File: config.mk
export PLATFORM = sky130hd
export DESIGN_NAME = rr_alu_sequencer_flat
export DESIGN_NICKNAME = d
export VERILOG_FILES = /design/src/rtl/rr_alu_sequencer_if.sv /design/src/rtl/rr_alu_sequencer.sv /design/src/flat_wrapper.sv
export SDC_FILE = /design/constraint.sdc
export NUM_CORES = 1
export LEC_CHECK = 0
export CAP_MARGIN = 20
export CORE_MARGIN = 2
export CORE_UTILIZATION = 55
export CTS_BUF_LIST = sky130_fd_sc_hd__clkbuf_4 sky130_fd_sc_hd__clkbuf_8 sky130_fd_sc_hd__clkbuf_16
export DETAILED_ROUTE_END_ITERATION = 8
export DONT_BUFFER_PORTS = 1
export GPL_ROUTABILITY_DRIVEN = 0
export PLACE_DENSITY = 0.83
export RECOVER_POWER = 50
export REMOVE_ABC_BUFFERS = 1
export SLEW_MARGIN = 20
export SYNTH_ARGS = -nofsm -noshare
export SYNTH_HDL_FRONTEND = slang
export SYNTH_SLANG_ARGS = --single-unit
File: constraint.sdc
create_clock -name clock -period 1.5 [get_ports clock]
set_clock_uncertainty 0.05 [all_clocks]
set_input_delay 0.15 -clock clock [delete_from_list [all_inputs] [get_ports clock]]
set_output_delay 0.15 -clock clock [all_outputs]
set_load 0.01 [all_outputs]
File: src/rtl/rr_alu_sequencer_if.sv
// Control/status bundle between the R-type sequencer and the shared-bus datapath.
// The sequencer side is the master; the datapath (or a bench) is the slave.
interface rr_alu_sequencer_if #(
    parameter int NUM_REGS = 16
);
    logic                start;
    logic                mem_ready;
    logic [31:0]         ir;
    logic                PCout, MARin, IncPC, PCin, Read, MDRin, MDRout, IRin, Yin;
    logic                Zlowin, Zhighin, Zlowout, Zhighout, LOin, HIin;
    logic [NUM_REGS-1:0] Rin, Rout;
    logic [3:0]          ALUop;
    logic                ALU_MUL, ALU_DIV;
    logic                busy, done, illegal;

    modport master (
        input  start, mem_ready, ir,
        output PCout, MARin, IncPC, PCin, Read, MDRin, MDRout, IRin, Yin,
        output Zlowin, Zhighin, Zlowout, Zhighout, LOin, HIin,
        output Rin, Rout, ALUop, ALU_MUL, ALU_DIV, busy, done, illegal
    );

    modport slave (
        output start, mem_ready, ir,
        input  PCout, MARin, IncPC, PCin, Read, MDRin, MDRout, IRin, Yin,
        input  Zlowin, Zhighin, Zlowout, Zhighout, LOin, HIin,
        input  Rin, Rout, ALUop, ALU_MUL, ALU_DIV, busy, done, illegal
    );
endinterface

File: src/rtl/rr_alu_sequencer.sv
// Fetch/decode/execute sequencer for register-register ALU, MUL and DIV instructions.
// One state per bus cycle; all strobes are decoded from the registered state and ir.
module rr_alu_sequencer #(
    parameter int NUM_REGS = 16,
    parameter int OPW      = 5
) (
    input  logic               clock,
    input  logic               clear,
    rr_alu_sequencer_if.master bus
);
    typedef enum logic [3:0] {
        S_IDLE, S_T0, S_T1, S_T2, S_T3, S_T4, S_T5, S_T6, S_DONE, S_ILL
    } state_t;

    typedef struct packed {
        logic       alu;
        logic       mul;
        logic       div;
        logic [3:0] aluop;
        logic [3:0] ra;
        logic [3:0] rb;
        logic [3:0] rc;
        logic       bad;
    } dec_t;

    typedef struct packed {
        logic                pc_out, mar_in, inc_pc, pc_in, read, mdr_in, mdr_out, ir_in, y_in;
        logic                zlow_in, zhigh_in, zlow_out, zhigh_out, lo_in, hi_in;
        logic [NUM_REGS-1:0] rin, rout;
        logic [3:0]          aluop;
        logic                alu_mul, alu_div, busy, done, illegal;
    } strobe_t;

    localparam logic [NUM_REGS-1:0] ONE = NUM_REGS'(1);

    state_t      state, state_nx;
    logic        t1_wait;
    logic [31:0] opv;
    dec_t        dec;
    strobe_t     st;

    always_comb begin
        opv       = 32'(bus.ir[31:32-OPW]);
        dec       = '0;
        dec.ra    = bus.ir[26:23];
        dec.rb    = bus.ir[22:19];
        dec.rc    = bus.ir[18:15];
        if (opv <= 32'd8) begin
            dec.alu   = 1'b1;
            dec.aluop = opv[3:0];
        end else if (opv == 32'd15) begin
            dec.mul = 1'b1;
        end else if (opv == 32'd16) begin
            dec.div = 1'b1;
        end
        // R0 is write-protected only for ops that write Ra; MUL/DIV target LO/HI
        dec.bad = !(dec.alu || dec.mul || dec.div)
               || (32'(dec.ra) >= $unsigned(NUM_REGS))
               || (32'(dec.rb) >= $unsigned(NUM_REGS))
               || (32'(dec.rc) >= $unsigned(NUM_REGS))
               || (dec.alu && dec.ra == 4'd0);
    end

    // t1_wait marks every T1 cycle after the first, so PCin fires once per fetch
    always_ff @(posedge clock or negedge clear) begin
        if (!clear) begin
            state   <= S_IDLE;
            t1_wait <= 1'b0;
        end else begin
            state   <= state_nx;
            t1_wait <= (state == S_T1);
        end
    end

    always_comb begin
        state_nx = state;
        case (state)
            S_IDLE:  if (bus.start) state_nx = S_T0;
            S_T0:    state_nx = S_T1;
            S_T1:    if (bus.mem_ready) state_nx = S_T2;
            S_T2:    state_nx = S_T3;
            S_T3:    state_nx = dec.bad ? S_ILL : S_T4;
            S_T4:    state_nx = S_T5;
            S_T5:    state_nx = (dec.mul || dec.div) ? S_T6 : S_DONE;
            S_T6:    state_nx = S_DONE;
            S_DONE:  state_nx = bus.start ? S_T0 : S_IDLE;
            S_ILL:   state_nx = S_IDLE;
            default: state_nx = S_IDLE;
        endcase
    end

    always_comb begin
        st = '0;
        case (state)
            S_T0: begin
                st.pc_out  = 1'b1;
                st.mar_in  = 1'b1;
                st.inc_pc  = 1'b1;
                st.zlow_in = 1'b1;
            end
            S_T1: begin
                st.zlow_out = 1'b1;
                st.pc_in    = !t1_wait;
                st.read     = 1'b1;
                st.mdr_in   = 1'b1;
            end
            S_T2: begin
                st.mdr_out = 1'b1;
                st.ir_in   = 1'b1;
            end
            S_T3: if (!dec.bad) begin
                st.rout = ONE << dec.rb;
                st.y_in = 1'b1;
            end
            S_T4: begin
                st.rout     = ONE << dec.rc;
                st.aluop    = dec.aluop;
                st.zlow_in  = 1'b1;
                st.zhigh_in = dec.mul || dec.div;
                st.alu_mul  = dec.mul;
                st.alu_div  = dec.div;
            end
            S_T5: begin
                st.zlow_out = 1'b1;
                if (dec.mul || dec.div) st.lo_in = 1'b1;
                else                    st.rin   = ONE << dec.ra;
            end
            S_T6: begin
                st.zhigh_out = 1'b1;
                st.hi_in     = 1'b1;
            end
            S_DONE:  st.done    = 1'b1;
            S_ILL:   st.illegal = 1'b1;
            default: ;
        endcase
        st.busy = (state != S_IDLE);
    end

    assign bus.PCout    = st.pc_out;
    assign bus.MARin    = st.mar_in;
    assign bus.IncPC    = st.inc_pc;
    assign bus.PCin     = st.pc_in;
    assign bus.Read     = st.read;
    assign bus.MDRin    = st.mdr_in;
    assign bus.MDRout   = st.mdr_out;
    assign bus.IRin     = st.ir_in;
    assign bus.Yin      = st.y_in;
    assign bus.Zlowin   = st.zlow_in;
    assign bus.Zhighin  = st.zhigh_in;
    assign bus.Zlowout  = st.zlow_out;
    assign bus.Zhighout = st.zhigh_out;
    assign bus.LOin     = st.lo_in;
    assign bus.HIin     = st.hi_in;
    assign bus.Rin      = st.rin;
    assign bus.Rout     = st.rout;
    assign bus.ALUop    = st.aluop;
    assign bus.ALU_MUL  = st.alu_mul;
    assign bus.ALU_DIV  = st.alu_div;
    assign bus.busy     = st.busy;
    assign bus.done     = st.done;
    assign bus.illegal  = st.illegal;
endmodule

File: src/flat_wrapper.sv
// flat-port wrapper written by rule: the top's interface ports become plain ports
module rr_alu_sequencer_flat 
#(
    parameter int NUM_REGS = 16,
    parameter int OPW      = 5
)
  (clock, clear, bus_start, bus_mem_ready, bus_ir, bus_PCout, bus_MARin, bus_IncPC, bus_PCin, bus_Read, bus_MDRin, bus_MDRout, bus_IRin, bus_Yin, bus_Zlowin, bus_Zhighin, bus_Zlowout, bus_Zhighout, bus_LOin, bus_HIin, bus_Rin, bus_Rout, bus_ALUop, bus_ALU_MUL, bus_ALU_DIV, bus_busy, bus_done, bus_illegal);
  rr_alu_sequencer_if #(.NUM_REGS(NUM_REGS)) bus_i ();
  input  logic clock;
  input  logic clear;
  input wire logic [$bits(bus_i.start)-1:0] bus_start;
  input wire logic [$bits(bus_i.mem_ready)-1:0] bus_mem_ready;
  input wire logic [$bits(bus_i.ir)-1:0] bus_ir;
  output wire logic [$bits(bus_i.PCout)-1:0] bus_PCout;
  output wire logic [$bits(bus_i.MARin)-1:0] bus_MARin;
  output wire logic [$bits(bus_i.IncPC)-1:0] bus_IncPC;
  output wire logic [$bits(bus_i.PCin)-1:0] bus_PCin;
  output wire logic [$bits(bus_i.Read)-1:0] bus_Read;
  output wire logic [$bits(bus_i.MDRin)-1:0] bus_MDRin;
  output wire logic [$bits(bus_i.MDRout)-1:0] bus_MDRout;
  output wire logic [$bits(bus_i.IRin)-1:0] bus_IRin;
  output wire logic [$bits(bus_i.Yin)-1:0] bus_Yin;
  output wire logic [$bits(bus_i.Zlowin)-1:0] bus_Zlowin;
  output wire logic [$bits(bus_i.Zhighin)-1:0] bus_Zhighin;
  output wire logic [$bits(bus_i.Zlowout)-1:0] bus_Zlowout;
  output wire logic [$bits(bus_i.Zhighout)-1:0] bus_Zhighout;
  output wire logic [$bits(bus_i.LOin)-1:0] bus_LOin;
  output wire logic [$bits(bus_i.HIin)-1:0] bus_HIin;
  output wire logic [$bits(bus_i.Rin)-1:0] bus_Rin;
  output wire logic [$bits(bus_i.Rout)-1:0] bus_Rout;
  output wire logic [$bits(bus_i.ALUop)-1:0] bus_ALUop;
  output wire logic [$bits(bus_i.ALU_MUL)-1:0] bus_ALU_MUL;
  output wire logic [$bits(bus_i.ALU_DIV)-1:0] bus_ALU_DIV;
  output wire logic [$bits(bus_i.busy)-1:0] bus_busy;
  output wire logic [$bits(bus_i.done)-1:0] bus_done;
  output wire logic [$bits(bus_i.illegal)-1:0] bus_illegal;
  assign bus_i.start = bus_start;
  assign bus_i.mem_ready = bus_mem_ready;
  assign bus_i.ir = bus_ir;
  assign bus_PCout = bus_i.PCout;
  assign bus_MARin = bus_i.MARin;
  assign bus_IncPC = bus_i.IncPC;
  assign bus_PCin = bus_i.PCin;
  assign bus_Read = bus_i.Read;
  assign bus_MDRin = bus_i.MDRin;
  assign bus_MDRout = bus_i.MDRout;
  assign bus_IRin = bus_i.IRin;
  assign bus_Yin = bus_i.Yin;
  assign bus_Zlowin = bus_i.Zlowin;
  assign bus_Zhighin = bus_i.Zhighin;
  assign bus_Zlowout = bus_i.Zlowout;
  assign bus_Zhighout = bus_i.Zhighout;
  assign bus_LOin = bus_i.LOin;
  assign bus_HIin = bus_i.HIin;
  assign bus_Rin = bus_i.Rin;
  assign bus_Rout = bus_i.Rout;
  assign bus_ALUop = bus_i.ALUop;
  assign bus_ALU_MUL = bus_i.ALU_MUL;
  assign bus_ALU_DIV = bus_i.ALU_DIV;
  assign bus_busy = bus_i.busy;
  assign bus_done = bus_i.done;
  assign bus_illegal = bus_i.illegal;
  rr_alu_sequencer #(.NUM_REGS(NUM_REGS), .OPW(OPW)) u_core (.clock(clock), .clear(clear), .bus(bus_i));
endmodule
==> results.yml, run 1 <==
yosys:
  synth.distinct_cells: 34
  synth_top_family_by_area: "simple AND/OR/NAND/NOR gates"
  ys_top_cells_by_area: "dfrtp_1, o31ai_1, nor2_1, nand2_1, nor3_1"
  synth_area_per_cell_sq_um: 6.477
  synthAdderAreaFrac_pct: 0
  yosysTopAreaCellShare_pct: 13.14
  synthSimpleGateAreaFrac_pct: 52.83
  synth.area.mux_share_pct: 0
  netlist_instances: 147
  synth_top_area_cell: "dfrtp_1"
  yosys_warnings: 0
  ys_ff_latch: 5
  synth-xor-area-share_pct: 0
  synth.cell_area_sq_um: 952.2
  synth_compound_area_share_pct: 25.36
  synth-seq-area-share_pct: 13.14
outcome:
  outcome: "stopped before the end"
  error: "[ERROR DPL-0033] detailed placement checks failed during check placement."
  haltStage: "clock tree synthesis (4_1_cts)"
clock_tree:
  numCtsBuffers: 3
  h-tree-depth: 1
  cts_buffer_depth: 2
  cts_setup_buffers: 12
  cts_hold_buf: 1
  cts_resized: 59
  cts_sinks: 5
  root_buffer: "clkbuf_4"
placement:
  dp_hpwl_microns: 2603
  port_buffers: 0
floorplanning:
  placementRows: 15
  die_h_microns: 45.61
  start_util_pct: 57.00
  num_io_pins: 92
  die_w_microns: 45.61
-- logic make-up after synthesis --
logic type / Yosys count
and+or+nand+nor: 100
AOI/OAI and AO/OA: 29
buffers and inverters: 13
DFF: 5
-- through the flow --
stage	setup TNS [ns]	hold WS, ns	cells	setup WS, ns	instance area, sq um
2_1_floorplan	-4.058	-0.1956	134	-0.1840	869.6
3_3_place_gp	-3.535	-0.1955	198	-0.2088	1244
3_5_place_dp	-5.544	-0.1955	198	-0.3104	1244
-- cells in the mapped netlist --
library cell,instances
nor4bb_1,2
o22ai_1,1
buf_6,1
or3_4,1
and2_2,1
nand2b_1,10
nand4bb_1,1
nand3_1,2
o221a_2,2
nor2b_1,3
dfrtp_1,5
o22a_2,1
a21o_1,1
a311oi_1,2
and3_1,1
nand3b_1,2
nor4_1,1
a21oi_1,2
buf_4,7
a221oi_4,1
o2bb2ai_1,1
nand4_1,1
nor3b_1,2
o21ai_2,1
nand2_1,23
and2_1,3
o21ai_0,2
or2_2,4
nor3_1,15
o2111ai_1,1
o31ai_1,14
clkbuf_1,5
or3_1,1
nor2_1,27
==> inputs of run 2 (changes only) <==
CORE_AREA = 2 2 63 65   (was unset)
CORE_MARGIN = unset   (was 2)
CORE_UTILIZATION = unset   (was 55)
CTS_BUF_LIST = unset   (was sky130_fd_sc_hd__clkbuf_4 sky130_fd_sc_hd__clkbuf_8 sky130_fd_sc_hd__clkbuf_16)
DIE_AREA = 0 0 65 67   (was unset)
PLACE_DENSITY = unset   (was 0.83)
PLACE_DENSITY_LB_ADDON = 0.15   (was unset)
clock period = 2 ns   (was 1.5 ns; I/O delays follow)
==> results.yml, run 2 <==
yosys:
  netlist_instances: 147
  synth_common_cells: "nor2_1, nand2_1, nor3_1, o31ai_1, nand2b_1"
  ys_ff_latch: 5
  ys_top_cells_by_area: "dfrtp_1, o31ai_1, nor2_1, nand2_1, nor3_1"
  synth.most_common_cell: "nor2_1"
  synth_top_area_cell: "dfrtp_1"
  yosysTopAreaCellShare_pct: 13.14
  synth_flop_cell: "dfrtp_1"
  synth-seq-area-share_pct: 13.14
  yosys_warnings: 0
  synth.cell_area_sq_um: 952.2
  synth_area_per_cell_sq_um: 6.477
  synth.distinct_cells: 34
  synthArstFlopShare_pct: 100.0
  synth-edff-count: 0
power:
  power_density_nw_per_um2: 777.7
  p_leak_nw: 0.5238
  switchingPower_w: 0.0005081
  irDropWorstVdd_uv: 282.5
  p_seq_share_pct: 19.4
  p_sw_share_pct: 46.01
  combPwrFrac_pct: 64.1
  clockPowerShare_pct: 16.5
  internal-power_w: 0.0005962
clock_tree:
  clock_latency_ns: 0.22
  clk_pin_slew_ns: 0.03
  h-tree-depth: 1
  root_buffer: "clkbuf_8"
  cts_buffer_depth: 2
  numCtsBuffers: 3
  cts_tree: "yes"
  cts_sinks: 5
floorplanning:
  die_w_microns: 65
  num_io_pins: 92
  placementRows: 22
  start_util_pct: 26.41
  core_sq_um: 3606
  die-area_sq_um: 4355
  die_h_microns: 67
global_route:
  grt.total_usage_pct: 13.63
  grt_pass1_vias: 1052
  overflow: 0
  grt_max_degree: 14
  grt_antenna_before_repair: 0
  grt_pass1_wl_microns: 4650
setup_path:
  required_ns: 1.75
  worst-path-max-fanout: 8
  worstSetupEndpointType: "primary output"
  crit_type: "reg2out"
  crit_arrival_ns: 1.72
  worstSetupStartpointType: "register"
routing:
  vias: 1204
  dr.pass1.iters: 4
  antenna_left: 0
  routed_wl_microns: 3346
  drt-initial-drc-count: 23
  via_per_inst: 5.304
  drc: 0
  wl_per_cell_microns: 14.74
cells_and_area:
  top_register: "u_core.state"
  utilization_pct: 39.38
  antenna-diode-count: 0
  largest_reg_flops: 4
  final_common_cell: "buf_4"
  multiInputGateArea_sq_um: 884.6
  final_cells: 227
  fillers: 385
  drive_gt1_share_pct: 42.46
  top_regs: "u_core.state (4), u_core.t1_wait (1)"
  seq_area_sq_um: 130.1
  final_cell_area_sq_um: 1420
  final_nets: 216
  area_delta_synth_final_pct: 49.15
  final_cell_mix: "buf_4, nor2_1, nand2_1"
timing:
  max_slew.worst_pin.slew_ns: 0.5567
  rsz0062_at_grt: "true"
  finalHoldViolCount: 0
  slew_headroom_pct: 62.54
  period_needed_ns: 1.967
  max_freq_mhz: 508.4
  setup_viol: 0
  drv_slew: 0
  period_share_pct: 98.34
placement:
  dp_hpwl_microns: 2454
  place_area_sq_um: 1155
  port_buffers: 0
  place_inst: 212
flow_run:
  max_cap_viol_count: 0
min_path:
  hp-class: "in2reg"
outcome:
  outcome: "finished, final reports clean"
-- run 2: cell counts after synthesis --
Identical to the previous run, type by type.
-- run 2: worst paths after layout --
check,from,endpoint,slack [ns],cells past startpoint
setup / recovery,u_core.state[2]$_DFFE_PN0P_,bus_Rout[13],0.03,5
hold / removal,bus_start,u_core.state[0]$_DFFE_PN0P_,0.17,2
setup reg to reg,u_core.state[2]$_DFFE_PN0P_,u_core.state[0]$_DFFE_PN0P_,0.55,5
hold reg to reg,u_core.state[2]$_DFFE_PN0P_,u_core.state[2]$_DFFE_PN0P_,0.62,2
max in group asynchronous,clear,u_core.state[0]$_DFFE_PN0P_,1.47,1
min in group asynchronous,clear,u_core.t1_wait$_DFF_PN0_,0.22,1
-- run 2: stage by stage --
step / power (W) / setup TNS [ns] / hold slack (ns) / worst slack [ns]
after detailed placement: 0.0007144 / 0 / -0.1455 / 0.008034
after floorplan: 0.0005389 / 0 / -0.1456 / 0.2205
after global routing: 0.001193 / -0.2242 / 0.1880 / -0.04527
after global placement: 0.0007093 / 0 / -0.1455 / 0.06745
final: 0.001104 / 0 / 0.1687 / 0.03320
after CTS: 0.0009143 / -0.03761 / 0.1492 / -0.01734
-- run 2: cells by family after synthesis --
family                 Yosys count  share of synthesized area (%)
and+or+nand+nor                100                          52.83
AOI/OAI and AO/OA               29                          25.36
buffers and inverters           13                          8.673
DFF                              5                          13.14
-- run 2: power groups by stage --
stage / clock [W] / sequential, W / combinational [W]
2_1_floorplan: 0 / 0.000215 / 0.000324
3_3_place_gp: 0 / 0.000199 / 0.000511
3_5_place_dp: 0 / 0.000198 / 0.000516
4_1_cts: 0.000189 / 0.000201 / 0.000525
5_1_grt: 0.000197 / 0.000219 / 0.000776
6_report: 0.000182 / 0.000214 / 0.000707
-- run 2: cell type report --
type	count	share of cell area [%]
Clock buffer	4	3.172
Multi-Input combinational cell	130	62.29
Tap cell	48	4.229
Timing Repair Buffer	40	21.15
Sequential cell	5	9.163
-- run 2: critical path: stages, from the launching register on --
cell and delay (ns):
dfrtp_2 0.45, buf_4 0.16, nand2b_4 0.08, or2_2 0.34, o31ai_1 0.29, buf_4 0.17
-- run 2: repair_timing --
action / 4_1_cts / 5_1_grt
setup endpoints to repair: 12 / 36
cloned: 0 / 1
hold buffers: 1 / 0
pin swaps: 1 / 7
hold endpoints to repair: 5 / 0
buffers inserted: 0 / 9
gates resized for setup: 4 / 24
-- run 2: routing by layer --
metal / up-vias / track usage (%) / routed length (microns)
li1: 595 / - / -
met1: 552 / 16.13 / 1372
met2: 53 / 24.36 / 1678
met3: 4 / 1.858 / 254
met4: 0 / 6.117 / 41
met5: - / 0 / 0
Note: power is estimated with default switching activity, not from simulation.
